--- src/rtl/cpu_pkg.sv ---
// Shared fetch-stage definitions: NOP encoding, fetch FSM states, default reset PC.
package cpu_pkg;

  localparam logic [31:0] NOP_INSTR        = 32'h0000_0013;
  localparam logic [31:0] DEFAULT_RESET_PC = 32'h0000_0000;

  typedef enum logic [1:0] {
    BOOT  = 2'd0,
    RUN   = 2'd1,
    FAULT = 2'd2
  } fetch_state_t;

endpackage

--- src/rtl/next_pc_sel.sv ---
// Combinational next-PC selection: PC+4, redirect target or hold, with misalignment detect.
module next_pc_sel
  import cpu_pkg::*;
(
  input  logic [31:0] pc_i,
  input  logic        hold_i,
  input  logic        redirect_i,
  input  logic [31:0] redirect_target_i,
  output logic [31:0] pc_plus4_o,
  output logic [31:0] next_pc_o,
  output logic        misaligned_o
);

  always_comb begin
    pc_plus4_o   = pc_i + 32'd4;
    misaligned_o = redirect_i && (redirect_target_i[1:0] != 2'b00);
    next_pc_o    = pc_plus4_o;
    // A misaligned redirect leaves the PC where it is; the FSM enters FAULT.
    if (redirect_i && !misaligned_o) begin
      next_pc_o = redirect_target_i;
    end else if (hold_i || misaligned_o) begin
      next_pc_o = pc_i;
    end
  end

endmodule

--- src/rtl/fetch_unit.sv ---
// Instruction fetch stage: PC register, IF/ID pipeline register and sticky
// misaligned-redirect fault, sequenced by a BOOT/RUN/FAULT state machine.
module fetch_unit
  import cpu_pkg::*;
#(
  parameter logic [31:0] RESET_PC = DEFAULT_RESET_PC
) (
  input  logic        clk,
  input  logic        rst_n,
  input  logic        stall_i,
  input  logic        redirect_i,
  input  logic [31:0] redirect_target_i,
  output logic [31:0] imem_addr_o,
  input  logic [31:0] imem_instr_i,
  output logic        if_id_valid_o,
  output logic [31:0] if_id_instr_o,
  output logic [31:0] if_id_pc_o,
  output logic [31:0] if_id_pc_plus4_o,
  output logic        fault_o,
  output logic [31:0] fault_addr_o
);

  // Misaligned RESET_PC values are forced to the containing word.
  localparam logic [31:0] PC_RST = {RESET_PC[31:2], 2'b00};

  fetch_state_t state_q, state_d;
  logic [31:0]  pc_q, pc_d;
  logic         valid_q, valid_d;
  logic [31:0]  instr_q, instr_d;
  logic [31:0]  id_pc_q, id_pc_d;
  logic [31:0]  id_pc4_q, id_pc4_d;
  logic         fault_q, fault_d;
  logic [31:0]  fault_addr_q, fault_addr_d;

  logic         run;
  logic         sel_hold;
  logic         sel_redirect;
  logic [31:0]  pc_plus4;
  logic [31:0]  next_pc;
  logic         misaligned;

  assign run          = (state_q == RUN);
  assign sel_hold     = stall_i || !run;
  assign sel_redirect = redirect_i && run;

  next_pc_sel u_next_pc_sel (
    .pc_i              (pc_q),
    .hold_i            (sel_hold),
    .redirect_i        (sel_redirect),
    .redirect_target_i (redirect_target_i),
    .pc_plus4_o        (pc_plus4),
    .next_pc_o         (next_pc),
    .misaligned_o      (misaligned)
  );

  always_comb begin
    state_d      = state_q;
    pc_d         = next_pc;
    valid_d      = valid_q;
    instr_d      = instr_q;
    id_pc_d      = id_pc_q;
    id_pc4_d     = id_pc4_q;
    fault_d      = fault_q;
    fault_addr_d = fault_addr_q;

    unique case (state_q)
      BOOT: begin
        state_d = RUN;
        valid_d = 1'b0;
        instr_d = NOP_INSTR;
      end
      RUN: begin
        if (redirect_i) begin
          valid_d = 1'b0;
          instr_d = NOP_INSTR;
          if (misaligned) begin
            state_d      = FAULT;
            fault_d      = 1'b1;
            fault_addr_d = redirect_target_i;
          end
        end else if (!stall_i) begin
          valid_d  = 1'b1;
          instr_d  = imem_instr_i;
          id_pc_d  = pc_q;
          id_pc4_d = pc_plus4;
        end
      end
      FAULT: begin
        valid_d = 1'b0;
        instr_d = NOP_INSTR;
      end
      default: begin
        state_d = BOOT;
        pc_d    = PC_RST;
        valid_d = 1'b0;
        instr_d = NOP_INSTR;
      end
    endcase
  end

  always_ff @(posedge clk) begin
    if (!rst_n) begin
      state_q      <= BOOT;
      pc_q         <= PC_RST;
      valid_q      <= 1'b0;
      instr_q      <= NOP_INSTR;
      id_pc_q      <= '0;
      id_pc4_q     <= '0;
      fault_q      <= 1'b0;
      fault_addr_q <= '0;
    end else begin
      state_q      <= state_d;
      pc_q         <= pc_d;
      valid_q      <= valid_d;
      instr_q      <= instr_d;
      id_pc_q      <= id_pc_d;
      id_pc4_q     <= id_pc4_d;
      fault_q      <= fault_d;
      fault_addr_q <= fault_addr_d;
    end
  end

  assign imem_addr_o      = pc_q;
  assign if_id_valid_o    = valid_q;
  assign if_id_instr_o    = instr_q;
  assign if_id_pc_o       = id_pc_q;
  assign if_id_pc_plus4_o = id_pc4_q;
  assign fault_o          = fault_q;
  assign fault_addr_o     = fault_addr_q;

endmodule

--- config.mk ---
export PLATFORM = sky130hd
export DESIGN_NAME = fetch_unit
export DESIGN_NICKNAME = d
export VERILOG_FILES = /design/src/rtl/cpu_pkg.sv /design/src/rtl/next_pc_sel.sv /design/src/rtl/fetch_unit.sv
export SDC_FILE = /design/constraint.sdc
export NUM_CORES = 1
export LEC_CHECK = 0
export CAP_MARGIN = 5
export CORE_AREA = 2 2 121 123
export DETAILED_ROUTE_END_ITERATION = 8
export DIE_AREA = 0 0 123 125
export PLACE_DENSITY_LB_ADDON = 0.3
export SLEW_MARGIN = 30
export SYNTH_ARGS = -nofsm -noshare
export SYNTH_HDL_FRONTEND = slang
export SYNTH_SLANG_ARGS = --single-unit
--- constraint.sdc ---
create_clock -name clk -period 3.8 [get_ports clk]
set_input_delay 0.38 -clock clk [delete_from_list [all_inputs] [get_ports clk]]
set_output_delay 0.38 -clock clk [all_outputs]
set_load 0.03 [all_outputs]
Word-level counts from Yosys, hierarchy flattened
Cells that the tools add are included.

storage, ports and cells
  output and inout port bits = 162
  logic and storage cells = 39
  bits in registers = 164

operators by class
  add/sub/neg operators = 1
  reduce and logical (&&, ||, !) cells = 15
  multiplexer cells = 5
  equal/unequal tests = 5
  bitwise logic cells = 5

operators with widths
  cell                                           number
  2-to-1 mux 32 bit                              2
  adder 32 x 3 -> 32 bit, second input constant  1
  AND reduction 3 bit                            3
  one-hot mux 2 bit (3 select lines)             1
  OR reduction 3 bit                             2
  inverter 1 bit                                 5
  2-to-1 mux 2 bit                               2
  != test 2 x 1 -> 1 bit, second input constant  2
  logical AND 1 bit                              3
  == test 2 x 1 -> 1 bit, second input constant  1
  == test 2 bit, second input constant           1
  zero test 1 bit                                2
  zero test 2 bit                                1
  logical OR 1 bit                               2
  != test 2 bit, second input constant           1
  AND reduction 2 bit                            1
  nonzero test 2 bit                             1

Logic depth before layout (Yosys ltp)
Gate-level depths: netlist of run 1.

  depth after elaboration = 6
  gate-level depth with buffers = 7

By module
A second synthesis of run 1 with hierarchy kept.

second synthesis, totals
  cell total of the unflattened synthesis = 840
  area, all modules = 7415.9 um^2

by module, submodules not included
  module       instances  seq. area each (um^2)  area each (um^2)  cells an instance
  fetch_unit   1          3283.1                 5992.0            605
  next_pc_sel  1          0.0                    1423.9            235

Least setup slack after synthesis of run 1
No wires, ideal clock.

  path kind = register to register
  from = register pc_q[2] (netlist: imem_addr_o[2])
  to = register id_pc4_q[30] (netlist: if_id_pc_plus4_o[30])
  setup time = 134 ps
  data required time = 3666 ps
  stages on the path, launching flop included = 7
  buffers on the path = 0
  data arrival time = 2084 ps
  clock period less this slack = 2218 ps
  path slack = 1582 ps
  cell sequence = dfxtp_1 > ha_1 > nand2_2 > or4_4 > o31a_1 > o21ai_1 > a21oi_1

between the ends
  cells in the longest elaborated chain, start to end = 1

ends and longest elaborated chain
  item                    line               RTL
  start, declared         fetch_unit.sv:27   logic [31:0] pc_q, pc_d;
  start signal, assigned  fetch_unit.sv:113  pc_q <= pc_d;
  adder 32 x 3 -> 32 bit  next_pc_sel.sv:15  pc_plus4_o = pc_i + 32'd4;
  end signal, assigned    fetch_unit.sv:117  id_pc4_q <= id_pc4_d;
  end, declared           fetch_unit.sv:31   logic [31:0] id_pc4_q, id_pc4_d;

Every way passes these cells.
A chain may end at the register's enable or synchronous reset.

Worst setup path in the final report of run 1
  from = register pc_q[3] (netlist: imem_addr_o[3])
  to = register id_pc4_q[30] (netlist: if_id_pc_plus4_o[30])

Same word-level chain as after synthesis.

==> impl_results.md, run 1 <==
* Initial antenna violation count at 0
* CTS tree: done
* Worst slew pin tran at ~0.83 ns
* Async SR Flop Fraction at 0%
* Routed WL per cell at between 15 and 20 um
* Drt initial violations at 549
* Post-Synthesis Cells at 800
* First-pass DRT Iterations at 5
* Num rows at 44
* Die H at 125 um
* Root Driver: clkbuf_16
* Worst EP required at 4.07 ns
* # diodes at 0
* Worst-Skew Late Latency at 0.42 ns
* Layout filler cell count at 1,166
* Final core occ at roughly two thirds
* Power Density at around 400 nW/um2
* Total global routing overflow at 0
* Post-synth EDFFs at 0
* Hold slack at between 0.4 and 0.5 ns
* Final worst-path cycle share at 63.2%
* Post-Syn Area at 6730 um2
* Synth Flop Type: dfxtp_1
* Register bit count reported by yosys at between 150 and 200
* Final slew viol count at 0
* Final wirelength at about 20 mm
* Final non-filler cell total at 1,187
* Setup repair after global routing missed its margin: false
* DRC Markers at 0
* Peak supply drop at between 0.0003 and 0.0004 V
* Buffers on Ports at 229
* DIE WIDTH at approximately 120 um
* Critical path type: reg2reg
* Resized Gates After CTS at 0
* CP Capture Type: flip-flop
* R2R Setup Slk at 1.40 ns
* Slew headroom at 44.4%
* Post-synthesis cell type count at 61
* Finish-stage setup viols at 0
* Setup TNS at 0 ns
* CP Max Fanout at 8
* Avg Cell Area, Syn at around 8.4 um2
* All-Layer GR Usage at 25.4%
* Detailed placement HPWL at approximately 14 mm
* ANT nets after route at 0
* Num CTS Buffers at 17
* Worst Hold Class: reg2reg
* Critical Path AT at 2.67 ns
* Pin count of the biggest net entering global routing at about 90
* Final nets at 1,059
* Max-Cap Viols at 0
* Final Hold Fails at 0
* Worst Clk Skew at 0.00467 ns
* Share of cells above drive strength 1 at 6.08%
* Synth warnings at 0
* Fmax at 417 MHz
* Commonest non-fill, non-tap cell in the layout: clkdlybuf4s50_1
* Top Ports at 230
* Vias in the first global route at 5,925
* First-pass GRT wire length at 31.1 mm
* Routability cong. at 0.829
* Clock slew at reported path FFs at 0.06 ns
* Tmin final at 2.40 ns
* Most frequent cells in the layout: 228 x clkdlybuf4s50_1, 167 x nand2_1, 162 x dfxtp_1
* Via count at roughly 6,400
* Postcts setup bufs at 0
* Inst Count DP at between 1,000 and 1,500
* Post-synthesis sequential area ratio at 48.2%
* Max clock buf depth at 2
* Avg Vias per Cell at 5.43
* Number of H-tree levels at 4
* CTS sink cnt at between 150 and 200
* Outcome: complete, no violations
* Area growth, synth to finish at 41.7%
* Worst setup SP type: flip-flop
* Hold buffers post-CTS at 0
* Leakage power at around 3.3 nW
* Syn Nets at 869
* Core Region at 14,200 um2
* Die footprint at 15,400 um2
* Initial Util at 47.4%
-- worst paths after layout --
kind | endpoint | startpoint | cells past startpoint
max reg2reg | if_id_pc_plus4_o[30]$_SDFFE_PN0P_ | imem_addr_o[3]$_SDFFE_PN0P_ | 6
max | if_id_pc_plus4_o[30]$_SDFFE_PN0P_ | imem_addr_o[3]$_SDFFE_PN0P_ | 6
min reg2reg | if_id_pc_o[4]$_SDFFE_PN0P_ | if_id_pc_o[4]$_SDFFE_PN0P_ | 2
min | if_id_pc_o[4]$_SDFFE_PN0P_ | if_id_pc_o[4]$_SDFFE_PN0P_ | 2
-- routing by layer --
metal / part of all wire (%) / global-route usage (%)
met3: 9.8 / 8.58
met5: 0 / 0
met4: 1.4 / 7.02
met2: 45 / 38.4
met1: 44 / 34.7
-- Yosys cell counts, drive strengths merged, types with 2 or more instances --
cell type | n | area [um2]
nor3b | 3 | 27.5
buf | 26 | 158
nand4 | 10 | 77.6
a22oi | 11 | 82.6
a221oi | 4 | 35.0
a21boi | 2 | 15.0
and4 | 3 | 26.3
and3 | 6 | 38.8
and2 | 3 | 18.8
a31oi | 15 | 93.8
nand2 | 170 | 641
nor3 | 10 | 61.3
clkbuf | 42 | 185
or4 | 2 | 18.8
o31a | 2 | 17.5
o21ai | 39 | 195
mux2 | 2 | 22.5
nand3 | 19 | 120
nor2 | 64 | 240
nor4 | 11 | 111
or3 | 3 | 18.8
dfxtp | 162 | 3240
nand2b | 4 | 25.0
a222oi | 3 | 30.0
a21oi | 111 | 559
a211oi | 2 | 15.0
a32oi | 2 | 17.5
a41oi | 2 | 17.5
xnor2 | 11 | 96.3
inv | 2 | 7.51
xor2 | 10 | 87.6
mux2i | 32 | 320
-- final cells by class --
cell class / count / area, um2 / area share [%]
Timing Repair Buffer: 239 / 2370 / 24.9
Tap cell: 184 / 230 / 2.41
Clock buffer: 24 / 472 / 4.94
Multi-Input combinational cell: 567 / 3160 / 33.1
Clock inverter: 8 / 56.3 / 0.590
Sequential cell: 162 / 3240 / 34.0
Inverter: 3 / 11.3 / 0.118
-- critical path, cell delays in order (launching register included) --
cell     delay [ns]
dfxtp_1        0.50
ha_1           0.35
nand2_2        0.19
or4_4          0.59
o31a_1         0.29
o21ai_1        0.23
a21oi_1        0.09
-- through the flow --
step / setup slack [ns] / power, W / cell area (um2)
after global routing: 1.30 / 0.00391 / 9540
after CTS: 1.41 / 0.00379 / 9540
final: 1.40 / 0.00377 / 9540
after global placement: 1.26 / 0.00226 / 9010
after floorplan: 1.58 / 0.00205 / 6730
after detailed placement: 1.18 / 0.00226 / 9010
-- registers in the layout, summed over array words and instances (netlist names) --
| register | count |
|---|---|
| if_id_pc_plus4_o | 30 |
| if_id_pc_o | 32 |
| if_id_instr_o | 32 |
| fault_addr_o | 32 |
| imem_addr_o | 32 |
| state_q | 2 |
| fault_o | 1 |
| if_id_valid_o | 1 |
-- power by group --
group	internal [W]	leakage (nW)	total [W]	switching (W)
registers	0.00174	1.31	0.00178	0.0000398
clock network	0.000868	0.242	0.00154	0.000673
logic	0.000191	1.73	0.000446	0.000255
-- cell families after synthesis --
family | Yosys count | share of synthesized area (%)
XOR/XNOR | 21 | 2.73
flip-flops | 162 | 48.2
AND/OR/NAND/NOR | 312 | 21.9
adder cells (fa/ha/maj) | 1 | 0.186
AO/OA/AOI/OAI | 199 | 16.7
multiplexers | 34 | 5.09
buffers and inverters | 71 | 5.26
Note: power is estimated with default switching activity, not from simulation.
==> inputs of run 2 (changes only) <==
Settings changed: CORE_AREA 2 2 121 123 to 2 2 132 134, DIE_AREA 0 0 123 125 to 0 0 134 136.
Clock period 3.8 ns to 2 ns, I/O delays scaled along.
==> run 2 against run 1 <==
Net effect: sequential cell count stayed put; critical path depth is 4 lower; count of clock-buffer cells in the layout stayed put; non-clock buffer count is 58 higher; final area is 6.8% higher; final cell count is 8.3% higher; global-route usage is 1.7 points lower; total power is 100% higher; clock power is 120% higher; sequential power is 89% higher; routed wire length is 9.4% higher; critical path type is now reg2out; highest routed layer unchanged.
==> impl_results.md, run 2 (synthesized netlist as in run 1, its figures left out) <==
* Outcome: complete, no violations (unchanged)
* Critical path type: reg2out (was reg2reg)
* Avg Vias per Cell at 5.23 (was 5.43)
* DRC Markers at 0 (unchanged)
* Power Density at 751 nW/um2 (was 395 nW/um2)
* Worst setup SP type: flip-flop (unchanged)
* Hold buffers post-CTS at 0 (unchanged)
* Routability cong. at 0.852 (was 0.829)
* Final worst-path cycle share at 96.4%
* Crit path max-delay family: buffers and inverters (was simple AND/OR/NAND/NOR gates)
* Critical Path AT at 1.73 ns (was 2.67 ns)
* Leakage power at 3.72 nW (was 3.28 nW)
* Pwr Total at 0.00765 W (was 0.00377 W)
* First-pass DRT Iterations at 5 (unchanged)
* Final core occ at 60.4% (was 67.2%)
* Via count at 6,715 (was 6,444)
* Peak supply drop at 0.000606 V (was 0.000322 V)
* DIE WIDTH at 134 um (was 123 um)
* Fmax at 519 MHz
* Die H at 136 um (was 125 um)
* CP Max Fanout at 6 (was 8)
* Max clock buf depth at 2 (unchanged)
* Max-Cap Viols at 0 (unchanged)
* Worst Clk Skew at 0.0137 ns (was 0.00467 ns)
* Share of cells above drive strength 1 at 11.7% (was 6.08%)
* All-Layer GR Usage at 23.8% (was 25.4%)
* Core Region at 16,900 um2 (was 14,200 um2)
* Total global routing overflow at 0 (unchanged)
* Worst EP required at 1.80 ns (was 4.07 ns)
* Max stage delay on crit path at 0.68 ns (was 0.59 ns)
* CTS sink cnt at 162 (unchanged)
* Final Hold Fails at 0 (unchanged)
* Commonest non-fill, non-tap cell in the layout: clkdlybuf4s50_1 (unchanged)
* Area of placed instances at 9560 um2 (was 9010 um2)
* Area growth, synth to finish at 51.3% (was 41.7%)
* Hold slack at 0.213 ns (was 0.452 ns)
* Routed WL per cell at 16.8 um (was 16.7 um)
* First-pass GRT wire length at 33.9 mm (was 31.1 mm)
* Buffers on Ports at 229 (unchanged)
* Root Driver: clkbuf_16 (unchanged)
* Clock slew at reported path FFs at 0.06 ns (about the same)
* Most frequent cells in the layout: 225 x clkdlybuf4s50_1, 169 x nand2_1, 158 x dfxtp_1 (was 228 x clkdlybuf4s50_1, 167 x nand2_1, 162 x dfxtp_1)
* Drt initial violations at 432 (was 549)
* ANT nets after route at 0 (unchanged)
* CP Capture Type: primary output (was flip-flop)
* Number of H-tree levels at 4 (unchanged)
* Crit path cell chain: buf_4 > clkdlybuf4s50_1 (was ha_1 > nand2_2 > or4_4 > o31a_1 > o21ai_1 > a21oi_1)
* Final slew viol count at 0 (unchanged)
* Worst slew pin tran at 0.625 ns (was 0.834 ns)
* Num rows at 48 (was 44)
* CTS tree: done (unchanged)
* Tmin final at 1.93 ns
* Top Ports at 230 (unchanged)
* Setup TNS at 0 ns (unchanged)
* Num CTS Buffers at 17 (unchanged)
* Die footprint at 18,200 um2 (was 15,400 um2)
* Initial antenna violation count at 0 (unchanged)
* Worst Hold Class: in2reg (was reg2reg)
* Worst-Skew Late Latency at 0.43 ns (was 0.42 ns)
* Pin count of the biggest net entering global routing at 79 (was 91)
* Final nets at 1,117 (was 1,059)
* Final instance area at 10,200 um2 (was 9540 um2)
* # diodes at 0 (unchanged)
* Vias in the first global route at 6,267 (was 5,925)
* Slew headroom at 57.9% (was 44.4%)
* Setup repair after global routing missed its margin: false (unchanged)
* WP buf/inv at 2 (was 0)
* Detailed placement HPWL at 16.2 mm (was 14.1 mm)
* Initial Util at 39.9% (was 47.4%)
* Critical-path top delay cell: clkdlybuf4s50_1 (was or4_4)
* Finish-stage setup viols at 0 (unchanged)
* Final wirelength at 21.6 mm (was 19.8 mm)
==> run 2: cell count changes in the layout (fill, tap and decap cells not counted), sizes merged <==
cell,delta
clkinvlp,-4
dlymetal6s2s,+3
inv,+1
buf,+58
bufinv,+2
clkdlybuf4s50,-3
==> run 2: where the power goes <==
group          internal, W  switching (W)
Clock              0.00204        0.00129
Combinational     0.000420       0.000525
Sequential         0.00331      0.0000557
==> run 2: layer usage <==
layer / vias up / routed length [um] / GRT usage [%]
li1: 3268 / - / -
met1: 3087 / 9410 / 31.4
met2: 317 / 9610 / 36.1
met3: 43 / 2130 / 8.54
met4: 0 / 484 / 7.74
met5: - / 0 / 0
==> run 2: tightest hold or removal path, delay by kind of cell <==
family / cells / cell delay (ns)
buffers and inverters: 1 / 0.13
and+or+nand+nor: 2 / 0.15
AOI/OAI and AO/OA: 1 / 0.10
==> run 2: repair_timing <==
item | 4_1_cts | 5_1_grt
endpoints found under the setup margin | 0 | 8
gates resized for setup | 0 | 4
buffers inserted | 0 | 1
==> run 2: area by class of cell <==
type	instances	area (um2)
Clock buffer	24	513
Clock inverter	7	95.1
Fill cell	1469	6690
Inverter	3	11.3
Multi-Input combinational cell	567	3150
Sequential cell	162	3250
Tap cell	225	282
Timing Repair Buffer	297	2880
==> run 2: final timing paths <==
path,from,endpoint,slack [ns],cells past startpoint
max,imem_addr_o[10]$_SDFFE_PN0P_,imem_addr_o[10],0.07,2
min,stall_i,imem_addr_o[24]$_SDFFE_PN0P_,0.21,4
max reg2reg,imem_addr_o[3]$_SDFFE_PN0P_,imem_addr_o[30]$_SDFFE_PN0P_,0.08,6
min reg2reg,if_id_valid_o$_SDFFE_PP0N_,if_id_valid_o$_SDFFE_PP0N_,0.45,2
==> run 2: metrics by stage <==
| stage | instances | worst slack, ns |
|---|---|---|
| final | 1285 | 0.0723 |
| after detailed placement | 1253 | 0.0357 |
| after CTS | 1284 | 0.0217 |
| after global placement | 1253 | 0.0544 |
| after floorplan | 800 | 0.00440 |
| after global routing | 1285 | 0.00529 |
==> inputs of run 3 (changes only) <==
Settings changed: ABC_CLOCK_PERIOD_IN_PS from default to 2000.
==> results of run 3 <==
Final layout, timing and power as in run 2 (identical DEF).
